$ cat config.mk
export PLATFORM = sky130hd
export DESIGN_NAME = hazard_scoreboard_flat
export DESIGN_NICKNAME = d
export VERILOG_FILES = /design/src/rtl/hazard_scoreboard_if.sv /design/src/rtl/hazard_scoreboard.sv /design/src/flat_wrapper.sv
export SDC_FILE = /design/constraint.sdc
export NUM_CORES = 1
export LEC_CHECK = 0
export CELL_PAD_IN_SITES_DETAIL_PLACEMENT = 2
export CELL_PAD_IN_SITES_GLOBAL_PLACEMENT = 2
export CORE_ASPECT_RATIO = 1.25
export CORE_MARGIN = 5
export CORE_UTILIZATION = 39
export DETAILED_ROUTE_END_ITERATION = 10
export PLACE_DENSITY_LB_ADDON = 0.15
export SYNTH_ARGS = -nofsm -noshare
export SYNTH_HDL_FRONTEND = slang
export SYNTH_SLANG_ARGS = --single-unit
$ cat constraint.sdc
create_clock -name clk -period 5.57 [get_ports clk]
set_input_delay 0.557 -clock clk [delete_from_list [all_inputs] [get_ports clk]]
set_output_delay 0.557 -clock clk [all_outputs]
set_load 0.02 [all_outputs]
$ cat src/rtl/hazard_scoreboard_if.sv
// Hazard scoreboard bus: groups the ID-stage request signals and the pipeline
// control/status outputs of hazard_scoreboard.
//   master : ID stage side (drives instruction info, receives control)
//   slave  : hazard_scoreboard side
// Signals:
//   valid_ID, flush_ID, readReg1_IFID, readReg2_IFID, useRs1_ID, useRs2_ID,
//   branch_ID, regWrite_ID, writeReg_ID, lat_ID          (master -> slave)
//   pcWrite, write_IFID, mux_IDEX, stall, busy_vec, stall_count (slave -> master)
interface hazard_scoreboard_if #(
   parameter int unsigned N      = 5,
   parameter int unsigned LAT_W  = 3,
   parameter int unsigned PERF_W = 32
) ();
   logic                valid_ID;
   logic                flush_ID;
   logic [N-1:0]        readReg1_IFID;
   logic [N-1:0]        readReg2_IFID;
   logic                useRs1_ID;
   logic                useRs2_ID;
   logic                branch_ID;
   logic                regWrite_ID;
   logic [N-1:0]        writeReg_ID;
   logic [LAT_W-1:0]    lat_ID;

   logic                pcWrite;
   logic                write_IFID;
   logic                mux_IDEX;
   logic                stall;
   logic [2**N-1:0]     busy_vec;
   logic [PERF_W-1:0]   stall_count;

   modport master (
      output valid_ID, flush_ID, readReg1_IFID, readReg2_IFID, useRs1_ID, useRs2_ID,
             branch_ID, regWrite_ID, writeReg_ID, lat_ID,
      input  pcWrite, write_IFID, mux_IDEX, stall, busy_vec, stall_count
   );

   modport slave (
      input  valid_ID, flush_ID, readReg1_IFID, readReg2_IFID, useRs1_ID, useRs2_ID,
             branch_ID, regWrite_ID, writeReg_ID, lat_ID,
      output pcWrite, write_IFID, mux_IDEX, stall, busy_vec, stall_count
   );
endinterface

$ cat src/rtl/hazard_scoreboard.sv
// Load-use / branch-operand hazard controller with a per-register countdown
// scoreboard of in-flight producers. Stall depth follows producer latency.
// Ports:
//   clk    : rising-edge clock
//   reset  : asynchronous, active-high reset
//   bus    : hazard_scoreboard_if slave (ID request in, PC/IF-ID/ID-EX control out,
//            busy vector and saturating stall-cycle counter out)
module hazard_scoreboard #(
   parameter int unsigned N      = 5,
   parameter int unsigned LAT_W  = 3,
   parameter int unsigned PERF_W = 32
) (
   input logic                clk,
   input logic                reset,
   hazard_scoreboard_if.slave bus
);
   localparam int unsigned NumRegs = 2 ** N;
   localparam int unsigned CntW    = LAT_W + 1;

   logic [CntW-1:0]   cnt_q [NumRegs];
   logic [CntW-1:0]   cnt_d [NumRegs];
   logic [PERF_W-1:0] stall_count_q, stall_count_d;

   logic [CntW-1:0]   cnt_rs1, cnt_rs2, new_cnt;
   logic              haz1, haz2, stall, issue;

   assign cnt_rs1 = cnt_q[bus.readReg1_IFID];
   assign cnt_rs2 = cnt_q[bus.readReg2_IFID];

   // Branches resolve in ID, one cycle before EX consumers, so they also
   // wait out the final countdown cycle that forwarding would cover.
   assign haz1 = bus.valid_ID & bus.useRs1_ID & (bus.readReg1_IFID != '0) &
                 (bus.branch_ID ? (cnt_rs1 != '0) : (cnt_rs1 > CntW'(1)));
   assign haz2 = bus.valid_ID & bus.useRs2_ID & (bus.readReg2_IFID != '0) &
                 (bus.branch_ID ? (cnt_rs2 != '0) : (cnt_rs2 > CntW'(1)));

   assign stall   = (haz1 | haz2) & ~bus.flush_ID;
   assign issue   = bus.valid_ID & ~stall & ~bus.flush_ID;
   assign new_cnt = CntW'(bus.lat_ID) + CntW'(1);

   always_comb begin
      for (int unsigned r = 0; r < NumRegs; r++) begin
         cnt_d[r] = (cnt_q[r] == '0) ? '0 : cnt_q[r] - CntW'(1);
         // WAW: keep the longer countdown so an older slow producer still blocks.
         if (issue && bus.regWrite_ID && (bus.writeReg_ID == N'(r)) && (new_cnt > cnt_d[r])) begin
            cnt_d[r] = new_cnt;
         end
      end
      cnt_d[0] = '0;
   end

   always_comb begin
      stall_count_d = stall_count_q;
      if (stall && (stall_count_q != '1)) begin
         stall_count_d = stall_count_q + PERF_W'(1);
      end
   end

   always_ff @(posedge clk or posedge reset) begin
      if (reset) begin
         for (int unsigned r = 0; r < NumRegs; r++) begin
            cnt_q[r] <= '0;
         end
         stall_count_q <= '0;
      end else begin
         cnt_q         <= cnt_d;
         stall_count_q <= stall_count_d;
      end
   end

   always_comb begin
      for (int unsigned r = 0; r < NumRegs; r++) begin
         bus.busy_vec[r] = (cnt_q[r] != '0);
      end
   end

   assign bus.stall       = stall;
   assign bus.pcWrite     = ~stall;
   assign bus.write_IFID  = ~stall;
   assign bus.mux_IDEX    = ~stall & ~bus.flush_ID;
   assign bus.stall_count = stall_count_q;
endmodule

$ cat src/flat_wrapper.sv
// flat-port wrapper written by rule: the top's interface ports become plain ports
module hazard_scoreboard_flat 
#(
   parameter int unsigned N      = 5,
   parameter int unsigned LAT_W  = 3,
   parameter int unsigned PERF_W = 32
)
  (clk, reset, bus_valid_ID, bus_flush_ID, bus_readReg1_IFID, bus_readReg2_IFID, bus_useRs1_ID, bus_useRs2_ID, bus_branch_ID, bus_regWrite_ID, bus_writeReg_ID, bus_lat_ID, bus_pcWrite, bus_write_IFID, bus_mux_IDEX, bus_stall, bus_busy_vec, bus_stall_count);
  hazard_scoreboard_if #(.N(N), .LAT_W(LAT_W), .PERF_W(PERF_W)) bus_i ();
  input logic clk;
  input logic reset;
  input wire logic [$bits(bus_i.valid_ID)-1:0] bus_valid_ID;
  input wire logic [$bits(bus_i.flush_ID)-1:0] bus_flush_ID;
  input wire logic [$bits(bus_i.readReg1_IFID)-1:0] bus_readReg1_IFID;
  input wire logic [$bits(bus_i.readReg2_IFID)-1:0] bus_readReg2_IFID;
  input wire logic [$bits(bus_i.useRs1_ID)-1:0] bus_useRs1_ID;
  input wire logic [$bits(bus_i.useRs2_ID)-1:0] bus_useRs2_ID;
  input wire logic [$bits(bus_i.branch_ID)-1:0] bus_branch_ID;
  input wire logic [$bits(bus_i.regWrite_ID)-1:0] bus_regWrite_ID;
  input wire logic [$bits(bus_i.writeReg_ID)-1:0] bus_writeReg_ID;
  input wire logic [$bits(bus_i.lat_ID)-1:0] bus_lat_ID;
  output wire logic [$bits(bus_i.pcWrite)-1:0] bus_pcWrite;
  output wire logic [$bits(bus_i.write_IFID)-1:0] bus_write_IFID;
  output wire logic [$bits(bus_i.mux_IDEX)-1:0] bus_mux_IDEX;
  output wire logic [$bits(bus_i.stall)-1:0] bus_stall;
  output wire logic [$bits(bus_i.busy_vec)-1:0] bus_busy_vec;
  output wire logic [$bits(bus_i.stall_count)-1:0] bus_stall_count;
  assign bus_i.valid_ID = bus_valid_ID;
  assign bus_i.flush_ID = bus_flush_ID;
  assign bus_i.readReg1_IFID = bus_readReg1_IFID;
  assign bus_i.readReg2_IFID = bus_readReg2_IFID;
  assign bus_i.useRs1_ID = bus_useRs1_ID;
  assign bus_i.useRs2_ID = bus_useRs2_ID;
  assign bus_i.branch_ID = bus_branch_ID;
  assign bus_i.regWrite_ID = bus_regWrite_ID;
  assign bus_i.writeReg_ID = bus_writeReg_ID;
  assign bus_i.lat_ID = bus_lat_ID;
  assign bus_pcWrite = bus_i.pcWrite;
  assign bus_write_IFID = bus_i.write_IFID;
  assign bus_mux_IDEX = bus_i.mux_IDEX;
  assign bus_stall = bus_i.stall;
  assign bus_busy_vec = bus_i.busy_vec;
  assign bus_stall_count = bus_i.stall_count;
  hazard_scoreboard #(.N(N), .LAT_W(LAT_W), .PERF_W(PERF_W)) u_core (.clk(clk), .reset(reset), .bus(bus_i));
endmodule
==> run_results.csv, run 1 <==
group,metric,value,unit
run_status,run_status,"finished clean",
floorplan,die_h,206,µm
global_routing,track_usage,25.4,%
routing,ant_nets,0,
sta,report.final.setup_viol,0,
synth,synth_common_cells,"156 x dfrtp_1, 126 x ha_1, 118 x nor2_1",
worst_setup_path,max_stage_delay,0.84,ns
clock_network,cts_root_buffer,"clkbuf_16",
sta,setup_tns,0,ns
worst_setup_path,r2r-end,"u_core.cnt_q[8]$_DFF_PP0_",
sta,finalMaxSlewViolations,0,
clock_network,clockBufferDepth,2,
synth,synth_edf_count,0,
worst_setup_path,cpLargestDelayFamily,"buffers and inverters",
synth,netlist_instances,1205,
sta,worst_pin_slew,0.969,ns
clock_network,numCtsBuffers,17,
synth,syn_area_per_cell,9.97,µm²
routing,drt-initial-drc-count,315,
synth,yosysTopAreaCellShare,32.5,%
worst_setup_path,end_kind,"output pin",
final_layout,drive_above_1_share,13.3,%
worst_hold_path,hold_end,"u_core.bus.stall_count[17]$_DFFE_PP0P_",
sta,fin_worst_skew,0.0163,ns
sta,fin_crit_sh,85.9,%
sta,max_slew_margin,35.4,%
sta,hold_viol_final,0,
synth,ys_seq_area_share,32.5,%
synth,netlist_area,12000,µm²
clock_network,cts_hold_buf,0,
routing,drtPass1Iterations,4,
final_layout,utilization,46.5,%
clock_network,htreeDepth,4,
floorplan,boundaryPins,94,
clock_network,clock_latency,0.45,ns
synth,synth-main-ff-cell,"dfrtp_1",
pwr,cellLeakagePower,0.00618,µW
sta,rsz0062_at_grt,"false",
worst_setup_path,critPathSlowestCell,"clkdlybuf4s50_1",
job,cap_viol_max_count,0,
worst_setup_path,crit_cells,12,
global_routing,grt_pass1_vias,11900,
synth,synth.most_common_cell,"dfrtp_1",
worst_setup_path,start_kind,"input pin",
floorplan,core-area,30300,µm²
global_routing,grt_pass1_wl,68100,µm
worst_setup_path,path_max_fanout,12,
routing,drcViolationCount,0,
synth,yosysUniqueCellTypes,54,
worst_setup_path,crit_chain,"clkdlybuf4s50_1 -> buf_4 -> nand2b_1 -> o311ai_0 -> a211oi_1 -> a211oi_1 -> o221ai_1 -> o21ai_1 -> buf_4 -> nand2b_1 -> inv_1 -> clkdlybuf4s50_1",
sta,fin_crit,4.78,ns
final_layout,area_growth,17.3,%
routing,routed_wl,42400,µm
placed_design,gp_congestion,0.851,
floorplan,die_area,34400,µm²
placed_design,place_ws,0.748,ns
clock_network,cts_resized,0,
sta,fmax,209,MHz
worst_setup_path,reg2reg_slack,1.70,ns
worst_setup_path,required,5.01,ns
placed_design,dp_hpwl,29900,µm
floorplan,start_util,39.7,%
clock_network,clkTransAtPathRegs,0.07,ns
sta,hold_ws,0.498,ns
floorplan,die_w,167,µm
clock_network,numClockSinks,156,
synth,synth_top_area_cell,"dfrtp_1",
worst_hold_path,hp-class,"reg -> reg",
final_layout,num-nets-final,1465,
synth,synth.area.top_cells,"dfrtp_1 33%, ha_1 13%, mux2i_1 8.8%",
synth,ys_async_sr_fraction,100,%
routing,vias_per_cell,5.91,
sta,setup_ws,0.785,ns
synth,synthesis.nets,1357,
floorplan,row_count,71,
synth,synth-seq-cells,156,
worst_setup_path,worstSetupPathType,"in -> out",
clock_network,cts_tree,"built",
global_routing,antenna_found_initial,3,
worst_setup_path,worstReg2RegStart,"u_core.cnt_q[6]$_DFF_PP0_",
synth,synth_warnings,0,
worst_hold_path,hold_depth,1,
routing,post_drt_wl_per_cell,24.5,µm
pwr,ir_worst_vdd,0.000166,V
global_routing,grt_max_degree,79,
placed_design,portBuffers,92,
pwr,p_per_area,219,nW/µm²
global_routing,grt.overflow.total,0,
worst_setup_path,path_buf_inv,5,
worst_setup_path,r2r_cells,10,
final_layout,fillers,3229,
routing,vias,10200,
pwr,total_power,3080,µW
clock_network,cts_setup_buffers,0,
worst_hold_path,hp-start,"u_core.bus.stall_count[17]$_DFFE_PP0P_",
worst_setup_path,arrival,4.23,ns
## how the worst max path moves through the flow
stage	start	endpoint	slack, ns
after floorplan	reset	u_core.bus.stall_count[0]$_DFFE_PP0P_	0.81
after global placement	bus_readReg1_IFID[1]	bus_stall	0.87
after detailed placement	bus_readReg1_IFID[0]	u_core.cnt_q[88]$_DFF_PP0_	0.75
after CTS	bus_readReg1_IFID[1]	bus_stall	0.77
after global routing	bus_readReg1_IFID[1]	bus_stall	0.48
final	bus_readReg1_IFID[1]	bus_stall	0.79
## routing by layer
layer	routed length (µm)	global-route usage (%)
met2	22300	46.8
met3	1580	4.46
met1	17200	29.4
met5	0	0
met4	1320	9.38
## final cells by class
class / count / area, µm² / area share (%)
diodes: 2 / 5.00 / 0.0355
clock buffers: 19 / 443 / 3.14
clock inverters: 13 / 131 / 0.932
inverters: 18 / 72.6 / 0.515
multi-input cells: 997 / 7890 / 56.0
flip-flops and latches: 156 / 3900 / 27.7
well taps: 401 / 502 / 3.56
repair buffers: 123 / 1150 / 8.15
## sequential cells by signal, indices dropped and copies added (netlist names)
register and cells:
u_core.cnt_q 124, u_core.bus.stall_count 32
## layout by cell type, fill, tap and decap left out, types with 8 or more instances in the layout
cell / synthesis / routed
dfrtp_1: 156 / 156
ha_1: 126 / 126
nor2_1: 118 / 118
mux2i_1: 106 / 106
a21oi_1: 102 / 102
clkdlybuf4s50_1: 0 / 91
o21ai_0: 70 / 70
nand2b_1: 52 / 52
nor3_1: 41 / 41
nand2_1: 39 / 39
nor3b_1: 34 / 34
or2_2: 33 / 33
nor2b_1: 33 / 33
buf_4: 3 / 31
mux2_2: 27 / 27
xor2_1: 24 / 24
a41o_1: 21 / 21
mux4_2: 20 / 20
clkbuf_16: 0 / 17
nand4_1: 16 / 16
inv_1: 16 / 14
nand3_1: 15 / 14
or3_1: 12 / 12
nor4_1: 11 / 11
o22ai_1: 8 / 8
nor4b_4: 8 / 8
nor4_4: 8 / 8
nor3_4: 8 / 8
## power by group
part,leakage [µW],internal [µW],switching [µW],total (µW)
clock network,0.000278,640,571,1210
registers,0.00215,1170,52.9,1220
logic,0.00376,256,394,650
total,0.00618,2060,1020,3080
## kinds of logic after synthesis
group           count (synthesis)  share of synthesized area [%]
other cells                     1                         0.0312
fa+ha+maj                     126                           13.1
simple gates                  459                           23.8
buf+inv                        52                           1.93
mux                           160                           15.8
flops                         156                           32.5
compound gates                219                           10.5
xor+xnor                       32                           2.33
## through the flow
stage | cells | area, µm²
floorplan | 1205 | 12000
global placement | 1695 | 13500
detailed placement | 1695 | 13500
CTS | 1727 | 14100
global route | 1728 | 14100
finish | 1729 | 14100
## worst reg2reg max path, delay by kind of cell, from the launching register on
| kind | cells | cell delay (ns) |
|---|---|---|
| and+or+nand+nor | 3 | 1.61 |
| muxes | 3 | 0.82 |
| AOI/OAI and AO/OA | 3 | 0.66 |
| DFF | 1 | 0.44 |
| buffers and inverters | 1 | 0.22 |
Note: power is estimated with default switching activity, not from simulation.
==> run 2: changes to the inputs <==
CORE_ASPECT_RATIO = 1.4   (was 1.25)
CORE_UTILIZATION = 42   (was 39)
clock period = 5.8 ns   (was 5.57 ns; I/O delays follow)
==> run 2 against run 1 <==
Net effect:
- register-to-register slack worse by 0.07 ns
- via count up 1.4%
- final cell count down 1.6%
- core utilization up 3.2 points
- highest routed layer unchanged
==> run_results.csv, run 2 (synthesis gave the netlist of run 1 again) <==
group,metric,value,unit
global_routing,grt.met3_usage,4.21,%
global_routing,grt_util_met2,49.7,%
worst_setup_path,crit_chain,"clkdlybuf4s50_1 -> nand2b_1 -> o311ai_0 -> a211oi_1 -> a211oi_1 -> o221ai_1 -> o21ai_1 -> buf_4 -> nand2b_1 -> inv_1 -> clkdlybuf4s50_1",
placed_design,place_ws,0.901,ns
clock_network,clkTransAtPathRegs,0.07,ns
worst_setup_path,critPathSlowestCell,"clkdlybuf4s50_1",
clock_network,numClockSinks,156,
placed_design,gp_congestion,0.861,
final_layout,regArea,3900,µm²
placed_design,dp_hpwl,30200,µm
placed_design,dp.cells,1668,
clock_network,cts_resized,0,
worst_setup_path,path_max_fanout,16,
worst_hold_path,hold_end,"u_core.bus.stall_count[4]$_DFFE_PP0P_",
pwr,p_per_area,211,nW/µm²
clock_network,clockBufferDepth,2,
routing,drt-initial-drc-count,398,
global_routing,grt_pass1_wl,67300,µm
global_routing,grt_max_degree,66,
sta,rsz0062_at_grt,"false",
final_layout,multi_input_area,7880,µm²
worst_setup_path,worstSetupPathType,"in -> out",
final_layout,final_cell_mix,"156 x dfrtp_1, 126 x ha_1, 118 x nor2_1",
worst_setup_path,path_buf_inv,4,
final_layout,design_area,14100,µm²
worst_setup_path,required,5.22,ns
floorplan,die_area,32100,µm²
floorplan,boundaryPins,94,
sta,hold_viol_final,0,
global_routing,top_usage_layer,"met2",
worst_setup_path,reg2reg_slack,1.63,ns
placed_design,portBuffers,92,
pwr,cellLeakagePower,0.00619,µW
final_layout,area_growth,17.3,%
global_routing,grt.met1_usage,30.7,%
worst_hold_path,hp-class,"reg -> reg",
final_layout,largest_reg_flops,124,
sta,max_slew_margin,36.6,%
worst_setup_path,end_kind,"output pin",
sta,fmax,215,MHz
placed_design,placed_area,13500,µm²
sta,worst_pin_slew,0.951,ns
sta,fin_crit_sh,80.1,%
floorplan,row_count,73,
clock_network,cts_setup_buffers,0,
sta,fin_worst_skew,0.00999,ns
routing,vias_per_cell,6.10,
worst_setup_path,max_stage_delay,0.96,ns
worst_setup_path,r2r-end,"u_core.cnt_q[96]$_DFF_PP0_",
global_routing,grt.overflow.total,0,
floorplan,die_h,210,µm
routing,drtPass1Iterations,5,
worst_hold_path,hold_depth,1,
worst_setup_path,cpLargestDelayFamily,"buffers and inverters",
global_routing,grt_pass1_vias,11900,
global_routing,track_usage,26.8,%
floorplan,core-area,28300,µm²
final_layout,fillers,2959,
clock_network,clock_latency,0.46,ns
run_status,run_status,"finished clean",
sta,report.final.setup_viol,0,
pwr,ir_worst_vdd,0.000217,V
floorplan,die_w,153,µm
worst_setup_path,arrival,4.07,ns
sta,fin_crit,4.65,ns
worst_hold_path,hp-start,"u_core.bus.stall_count[4]$_DFFE_PP0P_",
final_layout,regMostFlops,"u_core.cnt_q",
worst_setup_path,crit_path_start,"bus_readReg1_IFID[1]",
clock_network,cts_root_buffer,"clkbuf_16",
sta,setup_ws,1.15,ns
clock_network,htreeDepth,4,
floorplan,start_util,42.4,%
final_layout,num-nets-final,1464,
routing,routed_wl,42700,µm
global_routing,antenna_found_initial,1,
clock_network,cts_hold_buf,0,
clock_network,cts_tree,"built",
worst_setup_path,r2r_cells,11,
routing,ant_nets,0,
sta,hold_ws,0.492,ns
worst_setup_path,start_kind,"input pin",
worst_setup_path,worstReg2RegStart,"u_core.cnt_q[58]$_DFF_PP0_",
sta,finalMaxSlewViolations,0,
job,cap_viol_max_count,0,
sta,setup_tns,0,ns
routing,drcViolationCount,0,
final_layout,mostFrequentLayoutCell,"dfrtp_1",
clock_network,numCtsBuffers,17,
routing,vias,10400,
final_layout,instances_no_fill,1701,
final_layout,drive_above_1_share,13.1,%
routing,post_drt_wl_per_cell,25.1,µm
-- run 2: metal layers --
layer  up-vias  part of all wire (%)
met1      5348                    40
met5         -                     0
met2       222                    53
li1       4714                     -
met4         0                   3.5
met3        87                   3.4
-- run 2: worst max path at each step --
stage                                            end  slack [ns]  depth (start not counted)
3_3_place_gp              u_core.cnt_q[80]$_DFF_PP0_        1.05                         13
3_5_place_dp              u_core.cnt_q[80]$_DFF_PP0_        0.90                         13
4_1_cts                                    bus_stall        1.15                         11
5_1_grt                                    bus_stall        0.93                         11
2_1_floorplan  u_core.bus.stall_count[0]$_DFFE_PP0P_        1.01                          1
6_report                                   bus_stall        1.15                         11
-- run 2: final cells by class --
type | instances | area share, %
Inverter | 18 | 0.515
Clock buffer | 23 | 3.53
Antenna cell | 1 | 0.0178
Tap cell | 375 | 3.33
Multi-Input combinational cell | 997 | 55.9
Sequential cell | 156 | 27.7
Timing Repair Buffer | 122 | 8.19
Clock inverter | 9 | 0.781
-- run 2: power by group --
part | total, µW | switching (µW) | leakage, µW | internal [µW]
clock | 1180 | 492 | 0.000291 | 690
combinational | 624 | 377 | 0.00375 | 246
sequential | 1170 | 49.9 | 0.00215 | 1120
total | 2980 | 919 | 0.00619 | 2060
-- run 2: metrics by stage --
stage / total power [µW] / utilization, %
CTS: 3000 / 49.8
finish: 2980 / 49.8
global route: 3110 / 49.8
global placement: 1780 / 47.6
floorplan: 1540 / -
detailed placement: 1810 / 47.6
